==> src/rtl/morse_transmitter.sv <==
// Morse keyer: turns one accepted ASCII character into dot/dash keying on
// morse_o, with the dot unit latched from dot_period_i at accept time.
//
// Ports:
//   clk_i, rst_i                 clock, async active-high reset
//   char_i, char_valid_i         character offered with valid
//   char_ready_o                 high only while idle
//   dot_period_i                 dot unit in clock cycles, sampled on accept
//   morse_o                      keying output, 1 = mark
//   busy_o                       character or gap in progress
//   unknown_o                    pulse: accepted character has no code
//   dot_period_error_o           pulse: accepted with zero dot period
module morse_transmitter #(
    parameter int DOT_PERIOD_WIDTH = 28,
    parameter int MAX_SYMBOLS      = 5
) (
    input  logic                        clk_i,
    input  logic                        rst_i,
    input  logic [7:0]                  char_i,
    input  logic                        char_valid_i,
    output logic                        char_ready_o,
    input  logic [DOT_PERIOD_WIDTH-1:0] dot_period_i,
    output logic                        morse_o,
    output logic                        busy_o,
    output logic                        unknown_o,
    output logic                        dot_period_error_o
);

    // Two extra bits so 4U fits at the largest dot period.
    localparam int CW = DOT_PERIOD_WIDTH + 2;

    typedef enum logic [2:0] {
        IDLE,
        MARK,
        SYM_GAP,
        CHAR_GAP,
        WORD_GAP
    } state_t;

    state_t                      state_q;
    logic [CW-1:0]               cnt_q;
    logic [DOT_PERIOD_WIDTH-1:0] unit_q;
    logic [MAX_SYMBOLS-1:0]      pat_q;
    logic [2:0]                  len_q;
    logic [2:0]                  idx_q;
    logic                        morse_q;
    logic                        busy_q;
    logic                        ready_q;
    logic                        unknown_q;
    logic                        err_q;

    // Code table lookup: entry = {length[2:0], pattern[4:0]},
    // pattern right-aligned, first symbol in bit length-1, 1 = dash.
    logic [7:0]             ch_up;
    logic [7:0]             entry;
    logic [2:0]             code_len;
    logic [MAX_SYMBOLS-1:0] code_pat;
    logic [MAX_SYMBOLS-1:0] pat_aligned;
    logic                   is_space;

    always_comb begin
        ch_up = char_i;
        if (char_i >= 8'h61 && char_i <= 8'h7A) begin
            ch_up = char_i - 8'd32;
        end
        unique case (ch_up)
            8'h41: entry = {3'd2, 5'b00001};
            8'h42: entry = {3'd4, 5'b01000};
            8'h43: entry = {3'd4, 5'b01010};
            8'h44: entry = {3'd3, 5'b00100};
            8'h45: entry = {3'd1, 5'b00000};
            8'h46: entry = {3'd4, 5'b00010};
            8'h47: entry = {3'd3, 5'b00110};
            8'h48: entry = {3'd4, 5'b00000};
            8'h49: entry = {3'd2, 5'b00000};
            8'h4A: entry = {3'd4, 5'b00111};
            8'h4B: entry = {3'd3, 5'b00101};
            8'h4C: entry = {3'd4, 5'b00100};
            8'h4D: entry = {3'd2, 5'b00011};
            8'h4E: entry = {3'd2, 5'b00010};
            8'h4F: entry = {3'd3, 5'b00111};
            8'h50: entry = {3'd4, 5'b00110};
            8'h51: entry = {3'd4, 5'b01101};
            8'h52: entry = {3'd3, 5'b00010};
            8'h53: entry = {3'd3, 5'b00000};
            8'h54: entry = {3'd1, 5'b00001};
            8'h55: entry = {3'd3, 5'b00001};
            8'h56: entry = {3'd4, 5'b00001};
            8'h57: entry = {3'd3, 5'b00011};
            8'h58: entry = {3'd4, 5'b01001};
            8'h59: entry = {3'd4, 5'b01011};
            8'h5A: entry = {3'd4, 5'b01100};
            8'h30: entry = {3'd5, 5'b11111};
            8'h31: entry = {3'd5, 5'b01111};
            8'h32: entry = {3'd5, 5'b00111};
            8'h33: entry = {3'd5, 5'b00011};
            8'h34: entry = {3'd5, 5'b00001};
            8'h35: entry = {3'd5, 5'b00000};
            8'h36: entry = {3'd5, 5'b10000};
            8'h37: entry = {3'd5, 5'b11000};
            8'h38: entry = {3'd5, 5'b11100};
            8'h39: entry = {3'd5, 5'b11110};
            default: entry = 8'h00;
        endcase
        code_len    = entry[7:5];
        code_pat    = entry[MAX_SYMBOLS-1:0];
        // Left-align so the next symbol is always the MSB.
        pat_aligned = code_pat << (3'(MAX_SYMBOLS) - code_len);
        is_space    = (char_i == 8'h20);
    end

    // Durations for the incoming and the latched unit.
    logic [CW-1:0] in_u;
    logic [CW-1:0] in_3u;
    logic [CW-1:0] in_4u;
    logic [CW-1:0] lat_u;
    logic [CW-1:0] lat_3u;

    assign in_u   = CW'(dot_period_i);
    assign in_3u  = in_u + (in_u << 1);
    assign in_4u  = in_u << 2;
    assign lat_u  = CW'(unit_q);
    assign lat_3u = lat_u + (lat_u << 1);

    logic last_sym;
    assign last_sym = (idx_q == len_q - 3'd1);

    always_ff @(posedge clk_i or posedge rst_i) begin
        if (rst_i) begin
            state_q   <= IDLE;
            cnt_q     <= '0;
            unit_q    <= '0;
            pat_q     <= '0;
            len_q     <= '0;
            idx_q     <= '0;
            morse_q   <= 1'b0;
            busy_q    <= 1'b0;
            ready_q   <= 1'b1;
            unknown_q <= 1'b0;
            err_q     <= 1'b0;
        end else begin
            unknown_q <= 1'b0;
            err_q     <= 1'b0;
            unique case (state_q)
                IDLE: begin
                    if (char_valid_i) begin
                        unit_q <= dot_period_i;
                        // Zero period outranks an unknown code.
                        if (dot_period_i == '0) begin
                            err_q <= 1'b1;
                        end else if (is_space) begin
                            state_q <= WORD_GAP;
                            cnt_q   <= in_4u - CW'(1);
                            busy_q  <= 1'b1;
                            ready_q <= 1'b0;
                        end else if (code_len == 3'd0) begin
                            unknown_q <= 1'b1;
                        end else begin
                            state_q <= MARK;
                            pat_q   <= pat_aligned;
                            len_q   <= code_len;
                            idx_q   <= '0;
                            morse_q <= 1'b1;
                            busy_q  <= 1'b1;
                            ready_q <= 1'b0;
                            cnt_q   <= (pat_aligned[MAX_SYMBOLS-1] ?
                                        in_3u : in_u) - CW'(1);
                        end
                    end
                end
                MARK: begin
                    if (cnt_q == '0) begin
                        morse_q <= 1'b0;
                        if (last_sym) begin
                            state_q <= CHAR_GAP;
                            cnt_q   <= lat_3u - CW'(1);
                        end else begin
                            state_q <= SYM_GAP;
                            cnt_q   <= lat_u - CW'(1);
                            idx_q   <= idx_q + 3'd1;
                            pat_q   <= pat_q << 1;
                        end
                    end else begin
                        cnt_q <= cnt_q - CW'(1);
                    end
                end
                SYM_GAP: begin
                    if (cnt_q == '0) begin
                        state_q <= MARK;
                        morse_q <= 1'b1;
                        cnt_q   <= (pat_q[MAX_SYMBOLS-1] ?
                                    lat_3u : lat_u) - CW'(1);
                    end else begin
                        cnt_q <= cnt_q - CW'(1);
                    end
                end
                CHAR_GAP, WORD_GAP: begin
                    if (cnt_q == '0) begin
                        state_q <= IDLE;
                        busy_q  <= 1'b0;
                        ready_q <= 1'b1;
                    end else begin
                        cnt_q <= cnt_q - CW'(1);
                    end
                end
                default: begin
                    state_q <= IDLE;
                    morse_q <= 1'b0;
                    busy_q  <= 1'b0;
                    ready_q <= 1'b1;
                end
            endcase
        end
    end

    assign morse_o            = morse_q;
    assign busy_o             = busy_q;
    assign char_ready_o       = ready_q;
    assign unknown_o          = unknown_q;
    assign dot_period_error_o = err_q;

endmodule

==> config.mk <==
export PLATFORM = sky130hd
export DESIGN_NAME = morse_transmitter
export DESIGN_NICKNAME = d
export VERILOG_FILES = /design/src/rtl/morse_transmitter.sv
export SDC_FILE = /design/constraint.sdc
export NUM_CORES = 1
export LEC_CHECK = 0
export ABC_AREA = 0
export CAP_MARGIN = 20
export CORE_ASPECT_RATIO = 0.7
export CORE_MARGIN = 10
export CORE_UTILIZATION = 45
export CTS_CLUSTER_SIZE = 12
export DETAILED_ROUTE_END_ITERATION = 8
export PLACE_DENSITY = 0.63
export SLEW_MARGIN = 10
export SYNTH_ARGS = -nofsm -noshare
export SYNTH_HDL_FRONTEND = slang
export SYNTH_SLANG_ARGS = --single-unit
==> constraint.sdc <==
create_clock -name clk_i -period 10.16 [get_ports clk_i]
set_clock_uncertainty 0.2 [all_clocks]
set_input_delay 2.032 -clock clk_i [delete_from_list [all_inputs] [get_ports clk_i]]
set_output_delay 2.032 -clock clk_i [all_outputs]
set_load 0.02 [all_outputs]
==> run summary <==
Counting distinct cell types in the post-synthesis netlist gives 106. The share of power burned in registers came out at 0.259. In this run the remaining antenna-violating nets after routing total 0. The overall die height is 166 um. The die covers 38100 um^2.

The final sum of negative setup slack is 0 ns. The sequential share of the synthesized area came out at 0.140. The first-iteration detailed-routing DRC count came out at 1671. The delay of the slowest cell on the worst path is 0.84 ns. Relative to the synthesized area, the layout overhead comes to 7.44%. The width of the chip is 229 um. The number of antenna violations at the first check in global routing is 0.

The net switching fraction of the power came out at 0.456. The quantity of I/O buffers inserted on ports is 43. The largest voltage drop on the vdd net is 0.0822 mV. The first-pass iteration count of the detailed router came out at 5. The part of the cycle the worst path needs is 0.702. The HPWL after detailed placement came out at 37900 um. The total nets after synthesis is 2079. In the synthesized netlist, the number of instances is 1900. Subtracting the final worst setup slack from the clock period gives 7.13 ns. The finished layout cell area came out at 14800 um^2.

Synthesis inferred 77 register bits. The area fraction of the dominant cell type after synthesis came out at 0.138. Setup violations remaining at the end of the flow were counted as 0. The power density of the placed cells came out at 110 nW/um^2.

The floorplan has 53 rows. Post-CTS timing repair inserted 0 buffers for setup. The total global routing track utilization came out at 0.242.

The prevailing post-synth register cell is sky130_fd_sc_hd__dfrtp_1. The final wirelength came out at 47800 um. The count of pins over their slew limit came to 0. Entering global routing, the biggest net connects 54 pins. In the routed layout, each cell is associated on average with a via count of 6.37. The clock drives 77 sinks. The number of buffers created by CTS is 9. The slew of the pin with the lowest slew margin came out at 0.959 ns. The total DRC errors in the routed layout came out at 0. The final weighted congestion in routability-driven placement came out at 0.946. The run finished with clean final reports.

The total number of vias came out at 14600. The fraction of power consumed by the clock network is 0.210. The starting density of the core came out at 0.457. The filler cells instantiated in the layout total 3094. Summed over all nets, the switching power comes to 739 uW. For the worst setup path, the data arrival time is 7.18 ns. The top cell types in the final layout, fill and taps aside, are sky130_fd_sc_hd__nand2_1, sky130_fd_sc_hd__a21oi_1, sky130_fd_sc_hd__o21ai_0, sky130_fd_sc_hd__nor2_1, sky130_fd_sc_hd__ha_1. The placed instance count came out at 2282. The clock-pin slew on the worst setup and hold paths is 0.07 ns.

The synthesized area is 13800 um^2. Once the clock tree was built, the resizer swapped 0 gates to a different size. The count of warnings emitted by yosys came out at 0. In the final design database the tool counted 2060 nets. The number of hold-repair buffers added at the cts stage is 0.

The share of cells above drive strength 1 is 0.0493. The critical path is of the primary input to flip-flop type. The leakage component of the power came out at 5.80 nW. The highest routing layer actually used is met4. The number of top-level pins is 44. The via count of the first global-routing pass came to 13700. The count of non-filler cells in the finished layout came out at 2298. Data on the critical path is required at its endpoint by 10.21 ns. The core footprint is 30100 um^2. Timing would allow up to 0.140 GHz.

For this run, asynchronously set or reset flops after synthesis account for 1.00. The startpoint identified for the worst register-to-register timing path is unit_q[0]$_DFFE_PP0P_. The endpoint type of the worst setup path is a flip-flop.

The worst slew margin relative to its limit is 0.356. The highest-delay cell along the critical path is sky130_fd_sc_hd__clkdlybuf4s50_1. The startpoint class of the critical path is a primary input. The antenna diode count is 0. The clock reaches the later pin of the worst-skew pair after 0.36 ns. The minimum setup slack among reg-to-reg paths is 5.14 ns. The final standard cell utilization of the core came out at 0.491. Leaving out fill and tap cells, the most frequent cell in the layout is sky130_fd_sc_hd__nand2_1. The min-delay analysis places its worst path in the category flip-flop to flip-flop. The met3 wire length came out at 3600 um. The met1 layer wirelength in the final routing came out at 22600 um. The startpoint identified for the worst hold timing path is pat_q[2]$_DFFE_PP0P_. The H-tree generated during clock tree synthesis spans 3 levels. The critical-path maximum fanout came out at 44. CTS placed an instance of sky130_fd_sc_hd__clkbuf_16 at the clock tree root. The logic gate share of total power came out at 0.531.

TritonCTS built the clock tree. At the placement stage, the worst setup path has a slack of 2.86 ns. The number of cell instances on the worst register-to-register path came out at 14.

The start point of the critical path is char_i[1]. The wire length of the first global-routing pass came out at 76500 um. The remaining global-route overflow is 0. The buffer depth of the longest clock path came out at 2.

The worst hold path depth came out at 2. The average size of a mapped cell is 7.25 um^2. The worst-case setup margin in the final layout is 3.03 ns.

Ranked by total cell area, the synthesized netlist is headed by sky130_fd_sc_hd__dfrtp_1, sky130_fd_sc_hd__ha_1, sky130_fd_sc_hd__xnor2_1. The biggest area contributor in the post-synthesis netlist is sky130_fd_sc_hd__dfrtp_1. The tool flagged a number of max-cap violations equal to 0. The number of flops mapped to enable cells by yosys came out at 0. Setup repair after global routing left no endpoint under its margin. The internal power consumption came out at 882 uW. The post-detailed-route wirelength per cell is 20.8 um. The placement-stage cell area came out at 14500 um^2. The final hold violation count was 0. Walking the worst path, the cells encountered are clkdlybuf4s50_1, inv_1, ha_1, or3_4, a41oi_2, o211ai_1, o21ai_1, or2_0, nand2_2, a21oi_1, nand2_1, o41a_1, a211oi_1, nor3_1. The met2 wire length came out at 20900 um.
==> sequential cells by signal, summed over array words and instances, names as in the netlist <==
signal              flops
state_q                 3
unit_q                 28
pat_q                   5
char_ready_o            1
len_q                   3
dot_period_error_o      1
idx_q                   3
cnt_q                  30
busy_o                  1
morse_o                 1
unknown_o               1
==> per-stage QoR <==
step,hold WS [ns],power (mW)
2_1_floorplan,0.248,1.05
3_3_place_gp,0.261,1.25
3_5_place_dp,0.270,1.26
4_1_cts,0.284,1.61
5_1_grt,0.311,1.73
6_report,0.283,1.62
==> worst max-delay path: cells and delay by family <==
kind,cells,cell delay (ns)
buf+inv,2,1.03
fa+ha+maj,1,0.32
compound gates,6,2.03
simple gates,5,1.76
==> Yosys cell counts (all sizes together), types with 8 or more instances <==
library cell and instances:
nand2 204, mux2i 25, o2111ai 10, nand3b 8, nor3b 10, a211oi 30
nor3 72, a21oi 161, or2 10, xor2 54, ha 138, nor2b 12
o21ai 162, buf 18, nand4 32, o31ai 14, and3 24, clkbuf 68
o221ai 11, xnor2 126, nand3 56, a2111oi 8, a31oi 17, dfrtp 76
nor4 15, a32oi 10, o22ai 12, mux2 11, and4 10, nor2 141
inv 100, a21o 29, o211ai 30, nand2b 10, or3 29, a221oi 9
and2 18
==> cell type report <==
class	instances	area [um^2]	area share
Clock buffer	12	246	0.0167
Timing Repair Buffer	56	528	0.0357
Multi-Input combinational cell	1636	11100	0.753
Sequential cell	77	1930	0.130
Tap cell	412	515	0.0349
Inverter	101	380	0.0257
Clock inverter	4	50.0	0.00338
==> cells by family after synthesis <==
logic type	count (synthesis)	share of synthesized area
adder cells (fa/ha/maj)	140	0.128
XOR/XNOR	180	0.115
flip-flops	77	0.140
buffers and inverters	187	0.0527
multiplexers	37	0.0288
AO/OA/AOI/OAI	603	0.290
AND/OR/NAND/NOR	676	0.245
==> layer usage <==
metal  GRT usage  up-vias
met3      0.0403       51
met4      0.0442        0
li1            -     6927
met5           0        -
met1       0.348     7088
met2       0.373      582
==> path summary, 6_finish.rpt <==
path	to
setup / recovery	cnt_q[25]$_DFFE_PP0P_
hold / removal	pat_q[2]$_DFFE_PP0P_
setup reg to reg	cnt_q[29]$_DFFE_PP0P_
hold reg to reg	pat_q[2]$_DFFE_PP0P_
max in group asynchronous	cnt_q[19]$_DFFE_PP0P_
min in group asynchronous	busy_o$_DFFE_PP0P_
==> power by group through the flow <==
stage	logic (mW)	registers [mW]	clock network, mW
floorplan	0.640	0.406	0
global placement	0.833	0.421	0
detailed placement	0.842	0.421	0
CTS	0.848	0.417	0.342
global route	0.952	0.427	0.356
finish	0.861	0.419	0.340
Note: power is estimated with default switching activity, not from simulation.
